[src/rtl/dcache_miss_ctrl.sv]
// dcache_miss_ctrl
//   Miss engine between the 4-way data cache and word-wide main memory.
//   On a cacheable miss it stalls the CPU and writes back a dirty victim
//   line (4 beats). It then fetches the missing line (4 beats), packs the
//   beats into MM_data_in and pulses update for one cycle. Accesses at or
//   above IO_BASE are left to the cache.
//
// Ports
//   CLK, RESET          clock; asynchronous active-high reset
//   miss, address       cache miss flag and CPU access address
//   victim_dirty/addr/data  LRU victim state, line address and contents
//   stall               freeze CPU (combinational)
//   update, MM_data_in  install strobe and assembled fill line
//   mem_req/we/addr/wdata  registered memory beat request
//   mem_rdata, mem_ack  memory read data and beat completion
//
// Optional build macro: DCACHE_MISS_STATS_EN adds the miss_count and
// wb_count outputs.
module dcache_miss_ctrl #(
  parameter logic [31:0] IO_BASE    = 32'h1100_0000,
  parameter int          LINE_WORDS = 4
) (
  input  logic         CLK,
  input  logic         RESET,
  input  logic         miss,
  input  logic [31:0]  address,
  input  logic         victim_dirty,
  input  logic [31:0]  victim_addr,
  input  logic [127:0] victim_data,
  output logic         stall,
  output logic         update,
  output logic [127:0] MM_data_in,
  output logic         mem_req,
  output logic         mem_we,
  output logic [31:0]  mem_addr,
  output logic [31:0]  mem_wdata,
`ifdef DCACHE_MISS_STATS_EN
  output logic [31:0]  miss_count,
  output logic [31:0]  wb_count,
`endif
  input  logic [31:0]  mem_rdata,
  input  logic         mem_ack
);

  typedef enum logic [2:0] {
    S_IDLE, S_WB, S_FILL, S_UPDATE, S_DONE
  } state_t;

  localparam logic [1:0] LAST_BEAT = 2'(LINE_WORDS - 1);

  state_t       state_q, state_d;
  logic [1:0]   cnt_q, cnt_d;
  logic [31:0]  fill_addr_q, fill_addr_d;
  logic [31:0]  wb_addr_q, wb_addr_d;
  logic [127:0] wb_line_q, wb_line_d;
  logic [127:0] fill_line_q, fill_line_d;
  logic         mem_req_q, mem_req_d;
  logic         mem_we_q, mem_we_d;
  logic [31:0]  mem_addr_q, mem_addr_d;
  logic [31:0]  mem_wdata_q, mem_wdata_d;

  logic         start;
  logic         beat_ack;
  logic [1:0]   cnt_inc;
  logic [31:0]  line_base;

  // Line offset bits never matter: fills are always line aligned.
  logic unused_addr_lo;
  assign unused_addr_lo = ^address[3:0];

  // Word 0 lives in the most significant slot of a line.
  function automatic logic [31:0] line_word(input logic [127:0] l,
                                            input logic [1:0]   i);
    logic [31:0] w;
    w = l[127:96];
    case (i)
      2'd0: w = l[127:96];
      2'd1: w = l[95:64];
      2'd2: w = l[63:32];
      2'd3: w = l[31:0];
      default: w = l[127:96];
    endcase
    return w;
  endfunction

  function automatic logic [127:0] line_put(input logic [127:0] l,
                                            input logic [1:0]   i,
                                            input logic [31:0]  w);
    logic [127:0] r;
    r = l;
    case (i)
      2'd0: r[127:96] = w;
      2'd1: r[95:64]  = w;
      2'd2: r[63:32]  = w;
      2'd3: r[31:0]   = w;
      default: r = l;
    endcase
    return r;
  endfunction

  assign start     = (state_q == S_IDLE) && miss && (address < IO_BASE);
  assign beat_ack  = mem_req_q && mem_ack;   // stray acks are ignored
  assign cnt_inc   = cnt_q + 2'd1;
  assign line_base = {address[31:4], 4'b0000};

  // Stall must be up in the very cycle the miss is seen, hence the
  // combinational start term.
  assign stall      = start || (state_q != S_IDLE);
  assign update     = (state_q == S_UPDATE);
  assign MM_data_in = fill_line_q;
  assign mem_req    = mem_req_q;
  assign mem_we     = mem_we_q;
  assign mem_addr   = mem_addr_q;
  assign mem_wdata  = mem_wdata_q;

  always_comb begin
    state_d     = state_q;
    cnt_d       = cnt_q;
    fill_addr_d = fill_addr_q;
    wb_addr_d   = wb_addr_q;
    wb_line_d   = wb_line_q;
    fill_line_d = fill_line_q;
    mem_req_d   = mem_req_q;
    mem_we_d    = mem_we_q;
    mem_addr_d  = mem_addr_q;
    mem_wdata_d = mem_wdata_q;

    case (state_q)
      S_IDLE: begin
        if (start) begin
          fill_addr_d = line_base;
          cnt_d       = 2'd0;
          mem_req_d   = 1'b1;
          if (victim_dirty) begin
            wb_addr_d   = victim_addr;
            wb_line_d   = victim_data;
            mem_we_d    = 1'b1;
            mem_addr_d  = victim_addr;
            mem_wdata_d = victim_data[127:96];
            state_d     = S_WB;
          end else begin
            mem_we_d    = 1'b0;
            mem_addr_d  = line_base;
            state_d     = S_FILL;
          end
        end
      end

      S_WB: begin
        if (beat_ack) begin
          if (cnt_q == LAST_BEAT) begin
            // Go straight into the fill with mem_req still high.
            cnt_d      = 2'd0;
            mem_we_d   = 1'b0;
            mem_addr_d = fill_addr_q;
            state_d    = S_FILL;
          end else begin
            cnt_d       = cnt_inc;
            mem_addr_d  = wb_addr_q + {28'd0, cnt_inc, 2'b00};
            mem_wdata_d = line_word(wb_line_q, cnt_inc);
          end
        end
      end

      S_FILL: begin
        if (beat_ack) begin
          fill_line_d = line_put(fill_line_q, cnt_q, mem_rdata);
          if (cnt_q == LAST_BEAT) begin
            cnt_d     = 2'd0;
            mem_req_d = 1'b0;
            state_d   = S_UPDATE;
          end else begin
            cnt_d      = cnt_inc;
            mem_addr_d = fill_addr_q + {28'd0, cnt_inc, 2'b00};
          end
        end
      end

      S_UPDATE: state_d = S_DONE;
      S_DONE:   state_d = S_IDLE;   // miss is deliberately not sampled here
      default:  state_d = S_IDLE;
    endcase
  end

  always_ff @(posedge CLK or posedge RESET) begin
    if (RESET) begin
      state_q     <= S_IDLE;
      cnt_q       <= 2'd0;
      fill_addr_q <= '0;
      wb_addr_q   <= '0;
      wb_line_q   <= '0;
      fill_line_q <= '0;
      mem_req_q   <= 1'b0;
      mem_we_q    <= 1'b0;
      mem_addr_q  <= '0;
      mem_wdata_q <= '0;
    end else begin
      state_q     <= state_d;
      cnt_q       <= cnt_d;
      fill_addr_q <= fill_addr_d;
      wb_addr_q   <= wb_addr_d;
      wb_line_q   <= wb_line_d;
      fill_line_q <= fill_line_d;
      mem_req_q   <= mem_req_d;
      mem_we_q    <= mem_we_d;
      mem_addr_q  <= mem_addr_d;
      mem_wdata_q <= mem_wdata_d;
    end
  end

`ifdef DCACHE_MISS_STATS_EN
  logic [31:0] miss_count_q, wb_count_q;

  always_ff @(posedge CLK or posedge RESET) begin
    if (RESET) begin
      miss_count_q <= '0;
      wb_count_q   <= '0;
    end else begin
      if (start)                miss_count_q <= miss_count_q + 32'd1;
      if (start && victim_dirty) wb_count_q  <= wb_count_q + 32'd1;
    end
  end

  assign miss_count = miss_count_q;
  assign wb_count   = wb_count_q;
`endif

endmodule

[config.mk]
export PLATFORM = sky130hd
export DESIGN_NAME = dcache_miss_ctrl
export DESIGN_NICKNAME = d
export VERILOG_FILES = /design/src/rtl/dcache_miss_ctrl.sv
export SDC_FILE = /design/constraint.sdc
export NUM_CORES = 1
export LEC_CHECK = 0
export BUFFER_PORTS_ARGS = -buffer_cell sky130_fd_sc_hd__buf_4
export CELL_PAD_IN_SITES_DETAIL_PLACEMENT = 0
export CELL_PAD_IN_SITES_GLOBAL_PLACEMENT = 1
export CORE_AREA = 2 2 199 201
export DETAILED_ROUTE_END_ITERATION = 12
export DIE_AREA = 0 0 201 203
export PLACE_DENSITY_LB_ADDON = 0.3
export SLEW_MARGIN = 10
export SYNTH_ARGS = -nofsm -noshare
export SYNTH_HDL_FRONTEND = slang
export SYNTH_SLANG_ARGS = --single-unit
[constraint.sdc]
create_clock -name CLK -period 25.8 [get_ports CLK]
set_input_delay 3.87 -clock CLK [delete_from_list [all_inputs] [get_ports CLK]]
set_output_delay 3.87 -clock CLK [all_outputs]
set_load 0.01 [all_outputs]
* Word-level counts from Yosys, hierarchy flattened
Index checks and enable logic that the tools add are counted.
** Cells by class
- $add $sub $neg :: 3
- $mul :: 0
- Div/mod/pow operators :: 0
- Order comparisons :: 1
- Equality and inequality tests :: 18
- Shifts and indexed selects :: 0
- Mux-type cells :: 31
- Bitwise logic cells :: 0
- Reductions and logical operators :: 25
** Operator list (count)
- $mux W32 :: 10
- $pmux W32 S4 :: 1
- $pmux W32 S3 :: 1
- $add A32 B4 Y32 :: 2
- $pmux W32 S2 :: 1
- $lt A32 B29 Y1 const B :: 1
- $reduce_and A3 Y1 :: 6
- $ne A2 B2 Y1 const B :: 8
- $mux W3 :: 5
- $reduce_and A5 Y1 :: 3
- $pmux W3 S4 :: 1
- $eq A2 B2 Y1 const B :: 4
- $mux W2 :: 4
- $reduce_and A4 Y1 :: 2
- $eq A3 B2 Y1 const B :: 2
- $reduce_bool A2 Y1 :: 3
- $reduce_bool A3 Y1 :: 2
- $mux W1 :: 5
- $eq A2 B1 Y1 const B :: 2
- $logic_not A2 Y1 :: 2
- $pmux W1 S2 :: 2
- $pmux W2 S2 :: 1
- $eq A3 B1 Y1 const B :: 1
- $logic_and A1 B1 Y1 :: 3
- other kinds (6) :: 6
** Word-level totals
- Bits in registers :: 387
- Bits in latches :: 0
- Bits in writable memories :: 0
- ROM bits :: 0
- Input bits :: 229
- Memories kept :: 0

* Logic depth before layout (Yosys ltp)
Gate-level depths: netlist (run 1).
- Depth in word-level cells :: 6
- Depth in mapped cells :: 10
- Depth with buffers taken out :: 9

* Worst setup path after synthesis (run 1)
No wires, ideal clock.
- Path kind :: in2out
- Start :: input address[29]
- End :: output stall
- Arrival :: 4501 ps
- Data required time :: 21930 ps
- Slack :: 17429 ps
- Cell stages on the path :: 3
- Buffers on the path :: 0
- Path through :: nor4b_2 nand2_1 nand2_1
** Between the ends
- Longest elaborated chain between the ends :: 3
** Ends and longest elaborated chain
- start: declaration :: line 26 : input logic [31:0] address,
- $lt A32 B29 Y1 :: line 101 : assign start = (state_q == S_IDLE) && miss && (address < IO_BASE);
- $logic_and A1 B1 Y1 :: line 101
- $logic_or A1 B1 Y1 :: line 108 : assign stall = start || (state_q != S_IDLE);
- end: declaration :: line 30 : output logic stall,
Every way passes these cells.

* Worst setup path in the final report (run 1)
Same ends and word-level chain as after synthesis.

==> results of run 1 <==
==> logic make-up after synthesis <==
kind of cell             synth area share [%]
AO/OA/AOI/OAI                            9.20
XOR/XNOR                                0.520
adder cells (fa/ha/maj)                 0.564
buffers and inverters                    3.14
flip-flops                               57.5
multiplexers                             10.9
AND/OR/NAND/NOR                          18.1
==> metal layers <==
| layer | wire length (µm) | GRT usage [%] | vias up |
|---|---|---|---|
| met5 | 0 | 0 | - |
| li1 | - | - | 6456 |
| met2 | 23900 | 39.6 | 448 |
| met4 | 1160 | 7.78 | 0 |
| met3 | 3550 | 5.84 | 73 |
| met1 | 21100 | 31.9 | 6772 |
==> final timing paths <==
path | startpoint | end | slack, ns | cells after the start
setup reg to reg | state_q[1] | wb_addr_q[15] | 22.24 | 6
hold / removal | wb_line_q[101] | wb_line_q[101] | 0.47 | 2
setup / recovery | address[29] | stall | 16.97 | 5
min in group asynchronous | RESET | MM_data_in[2] | 3.47 | 2
max in group asynchronous | RESET | mem_addr[2] | 19.27 | 5
hold reg to reg | wb_line_q[101] | wb_line_q[101] | 0.47 | 2
==> cells in the final DEF (no fill, tap or decap), types with 3 or more instances in the layout <==
| cell type | count |
|---|---|
| clkinv_2 | 7 |
| o211ai_1 | 32 |
| mux2i_1 | 20 |
| nor3_1 | 4 |
| a21oi_1 | 30 |
| a222oi_1 | 41 |
| o31a_1 | 14 |
| inv_1 | 9 |
| mux2_2 | 146 |
| nor2_1 | 88 |
| and3_1 | 5 |
| clkbuf_8 | 10 |
| a31oi_1 | 56 |
| and4_1 | 4 |
| ha_2 | 3 |
| nor4_1 | 15 |
| dfrtp_1 | 387 |
| nor3b_1 | 3 |
| xnor2_1 | 8 |
| ha_1 | 3 |
| nand4_1 | 10 |
| clkbuf_1 | 12 |
| and2_1 | 9 |
| buf_4 | 438 |
| o21ai_0 | 23 |
| clkbuf_16 | 44 |
| nand2_1 | 603 |
| nand3_1 | 9 |
==> layout make-up <==
type,instances,area share [%]
inverters,12,0.242
flip-flops and latches,387,44.6
diodes,1,0.0115
repair buffers,438,15.1
clock inverters,11,0.455
clock buffers,66,5.91
well taps,518,2.98
multi-input cells,1158,30.7
==> critical path, delay by kind of cell <==
family | cells | cell delay, ns
buf+inv | 2 | 0.27
simple gates | 3 | 0.81
==> registers in the layout, indices dropped and copies added (netlist names) <==
register and flops:
wb_addr_q 32, mem_we 1, MM_data_in 128, mem_req 1
wb_line_q 128, mem_wdata 32, mem_addr 32, fill_addr_q 28
cnt_q 2, state_q 3
==> power groups by stage <==
stage / sequential [µW] / combinational [µW] / clock [µW]
after floorplan: 994 / 398 / 0
after global placement: 963 / 789 / 0
after detailed placement: 975 / 804 / 0
after CTS: 966 / 807 / 613
after global routing: 994 / 871 / 637
final: 966 / 794 / 596
==> synth_stat cells (2+ instances only) <==
library cell and number:
clkbuf_1 62, nor3b_1 3, a21oi_1 32, mux2i_1 20, buf_2 45, nand4_1 10
xnor2_1 8, ha_1 6, a222oi_1 41, dfrtp_1 387, o21ai_0 23, o21a_1 2
inv_1 11, buf_4 3, o31a_1 14, nand3_1 9, nor4_1 15, a21o_1 2
a31oi_1 56, a32oi_1 2, o211ai_1 32, xor2_1 2, nand2_1 603, and4_1 4
nor3_1 4, and2_1 10, and3_1 5, nor2_1 89, mux2_2 146, or3_1 2
nand2b_1 2
==> through the flow <==
stage | utilization, % | instance area [µm²]
after floorplan | - | 16800
after global placement | 52.9 | 20300
after detailed placement | 52.9 | 20300
after CTS | 56.5 | 21700
after global routing | 56.5 | 21700
final | 56.5 | 21700
==> flow_summary.toml, run 1 <==
[grt]
grt_max_degree = 107
grt_pass1_wl_mm = 78.3
grtUsageTotal_pct = 24.2
first_global_vias = 13680
grt_overflow = 0
antenna_found_initial = 1

[layout]
nets = 2276
syn2layout_area_growth_pct = 29.0
drive_gt1_share_pct = 32.3
final_cells = 2591
multi_input_area_um2 = 6670
ff_latch_area_um2 = 9680
fillers = 3389

[outcome]
outcome = "finished, final reports clean"

[clock_network]
htreeDepth = 2
tritoncts = "yes"
cts_inserted_buffers = 43
cts-root-buf = "clkbuf_16"
cts.clk_slew.worst_paths_ns = 0.05
clockBufferDepth = 3
postCtsSetupBuffers = 0
cts.sinks = 387
clock_latency_ns = 0.57
cts_resized = 0
ctsHoldBuffers = 0

[power]
combinationalPowerShare_pct = 33.7
total_power_uw = 2360
seqPwrFrac_pct = 41.0
peakVddDrop_v = 0.0000549
net-switching-power_uw = 810
internal_power_uw = 1550
p_sw_share_pct = 34.4
clkPwrFrac_pct = 25.3
p_leak_uw = 0.0112
power_density_nw_per_um2 = 108

[synth]
synth.area.top_cells = "dfrtp_1 (57%), nand2_1 (13%), mux2_2 (9.8%)"
avgSynthCellArea_um2 = 10.1
syn_nets = 1904
synth_top_area_share_pct = 57.5
synth_warnings = 0
ys_types = 49
synth-seq-area-share_pct = 57.5
ys_ff_latch = 387
syn-instance-count = 1668
synth_edf_count = 0
synthFlopType = "dfrtp_1"
yosys.area.top_type = "dfrtp_1"
synth_area_um2 = 16800
async_flop_share_pct = 100

[critical_path]
critPathKind = "input port to output pin"
worst_setup_path_end_kind = "output pin"
slowest_delay_ns = 0.55
critical_path_required_ns = 21.93
cp_max_fo = 6
start_kind = "input port"
cp.arrival_ns = 4.96
cp_cell_sequence = "buf_4 > nor4b_2 > nand2_1 > nand2_1 > buf_4"
cp_slowest_cell = "nor4b_2"

[placed_design]
gp_congestion = 0.820
placed_cells = 2513
hpwl_mm = 32.4
port_buffers = 420
dp_slack_ns = 16.97

[routing]
drcViolationCount = 0
vias_per_cell = 5.31
ant_nets = 0
drtIter0Drc = 921
via_count = 13749
wirelength_mm = 49.7
first_pass_iters = 7
routedWlPerCell_um = 19.2

[floorplan]
start_util_pct = 43.8
die-area_um2 = 40800
dieHeight_um = 203
die_w_um = 201
ios = 425
core-area_um2 = 38500
rows = 72

[timing]
worst_pin_slew_ns = 1.15
skew_ns = 0.0209
fin_hold_ws_ns = 0.473
period_share_pct = 34.2
drv_slew = 0
fmax_mhz = 113
hold_viol = 0
rsz0062_at_grt = "false"
finalCriticalPeriod_ns = 8.83
setup_viol = 0
finalWorstSetupSlack_ns = 16.97
slew_headroom_pct = 23.4
finalSetupTns_ns = 0

[worst_hold_path]
hold_class = "flop to flop"

[job]
drv_cap = 0
Power figures use the tool's default switching activity.
==> run 2, diff against run 1 <==
Settings changed: CORE_AREA 2 2 199 201 to 2 2 206 208, DIE_AREA 0 0 201 203 to 0 0 208 210.
Clock period 25.8 ns to 8.9 ns, I/O delays scaled along.
==> flow_summary.toml, run 2 (synthesized netlist as in run 1, its figures left out) <==
[power]
seqPwrFrac_pct = 40.7
p_sw_share_pct = 34.4
net-switching-power_uw = 2360
peakVddDrop_v = 0.000148
clkPwrFrac_pct = 25.7
combinationalPowerShare_pct = 33.7
power_density_nw_per_um2 = 315
internal_power_uw = 4500
p_leak_uw = 0.0112

[layout]
fillers = 3845
layout_commonest_cell = "nand2_1"
syn2layout_area_growth_pct = 29.2
nets = 2274
fin_area_um2 = 21800
drive_gt1_share_pct = 32.3
mostFrequentLayoutCells = "nand2_1 (603), buf_4 (434), dfrtp_1 (387)"

[grt]
grt_overflow = 0
grt_max_degree = 191
grt_pass1_wl_mm = 79.1
grtUsageTotal_pct = 22.9
antenna_found_initial = 1
first_global_vias = 13896

[routing]
drtIter0Drc = 826
routedWlPerCell_um = 19.2
ant_nets = 0
first_pass_iters = 6
via_count = 13562
drcViolationCount = 0
wirelength_mm = 50.2
vias_per_cell = 5.20

[floorplan]
die-area_um2 = 43700
core-area_um2 = 41500
ios = 425
rows = 75
dieHeight_um = 210
die_w_um = 208
start_util_pct = 40.6

[clock_network]
cts.sinks = 387
cts_inserted_buffers = 43
cts.clk_slew.worst_paths_ns = 0.05
clockBufferDepth = 3
cts_resized = 0
postCtsSetupBuffers = 0
clock_latency_ns = 0.56
htreeDepth = 2
ctsHoldBuffers = 0
cts-root-buf = "clkbuf_16"
tritoncts = "yes"

[critical_path]
critical_path_required_ns = 7.57
cp.arrival_ns = 2.47
start_kind = "input port"
crit_end = "stall"
cp_max_fo = 6
crit_start = "address[29]"
worstReg2RegStart = "state_q[1]"
rrSetupSlack_ns = 5.75
worst_setup_path_end_kind = "output pin"
critPathKind = "input port to output pin"
reg2regPathDepth = 6
r2r_end = "wb_line_q[69]"

[timing]
setup_viol = 0
finalCriticalPeriod_ns = 3.81
fmax_mhz = 262
rsz0062_at_grt = "false"
drv_slew = 0
hold_viol = 0
slew_headroom_pct = 20.8
period_share_pct = 42.8
finalSetupTns_ns = 0
skew_ns = 0.00735
worst_pin_slew_ns = 1.19

[placed_design]
placed_cell_area_um2 = 20400
hpwl_mm = 32.6
gp_congestion = 0.798
port_buffers = 420

[worst_hold_path]
hold_class = "flop to flop"

[job]
drv_cap = 0

[outcome]
outcome = "finished, final reports clean"
[run 2: area by class of cell]
type	count	area [µm²]	area share, %
Antenna cell	1	2.50	0.0115
Clock buffer	63	1260	5.80
Clock inverter	12	121	0.558
Inverter	12	48.8	0.224
Multi-Input combinational cell	1158	6670	30.6
Sequential cell	387	9680	44.5
Tap cell	539	674	3.10
Timing Repair Buffer	436	3300	15.2
[run 2: how the worst min path moves through the flow]
stage	slack [ns]	depth (start not counted)	start	end
2_1_floorplan	0.44	2	fill_addr_q[10]	fill_addr_q[10]
3_3_place_gp	0.46	2	fill_addr_q[11]	fill_addr_q[11]
3_5_place_dp	0.46	2	wb_line_q[54]	wb_line_q[54]
4_1_cts	0.48	2	wb_line_q[62]	wb_line_q[62]
5_1_grt	0.49	2	wb_line_q[43]	wb_line_q[43]
6_report	0.47	2	wb_line_q[60]	wb_line_q[60]
[run 2: power by group through the flow]
stage	Combinational, µW	Clock, µW	Sequential (µW)
global route	2550	1870	2870
global placement	2300	0	2780
finish	2310	1760	2790
detailed placement	2340	0	2820
CTS	2350	1810	2790
floorplan	1150	0	2880
[run 2: critical path, cell delays in order]
cell     delay (ns)
buf_4          0.12
nor4b_2        0.61
nand2_1        0.11
nand2_1        0.16
buf_4          0.15
[run 2: per-layer routing]
metal / vias up / track usage [%] / part of all wire (%) / wire length (µm)
met5: - / 0 / 0 / 0
met4: 0 / 7.31 / 2.5 / 1260
met3: 69 / 5.50 / 7.0 / 3490
met2: 400 / 37.4 / 48 / 24200
met1: 6664 / 30.2 / 42 / 21200
li1: 6429 / - / - / -
[run 2: metrics by stage]
stage          power, µW  util [%]  std cells  hold slack, ns  worst slack, ns
2_1_floorplan       4040         -       1668           0.445             2.36
3_3_place_gp        5080      49.1       2532           0.456             4.49
3_5_place_dp        5160      49.1       2532           0.462             4.47
4_1_cts             6940      52.5       2607           0.477             5.07
5_1_grt             7300      52.5       2608           0.490             4.80
6_report            6860      52.5       2608           0.471             5.09
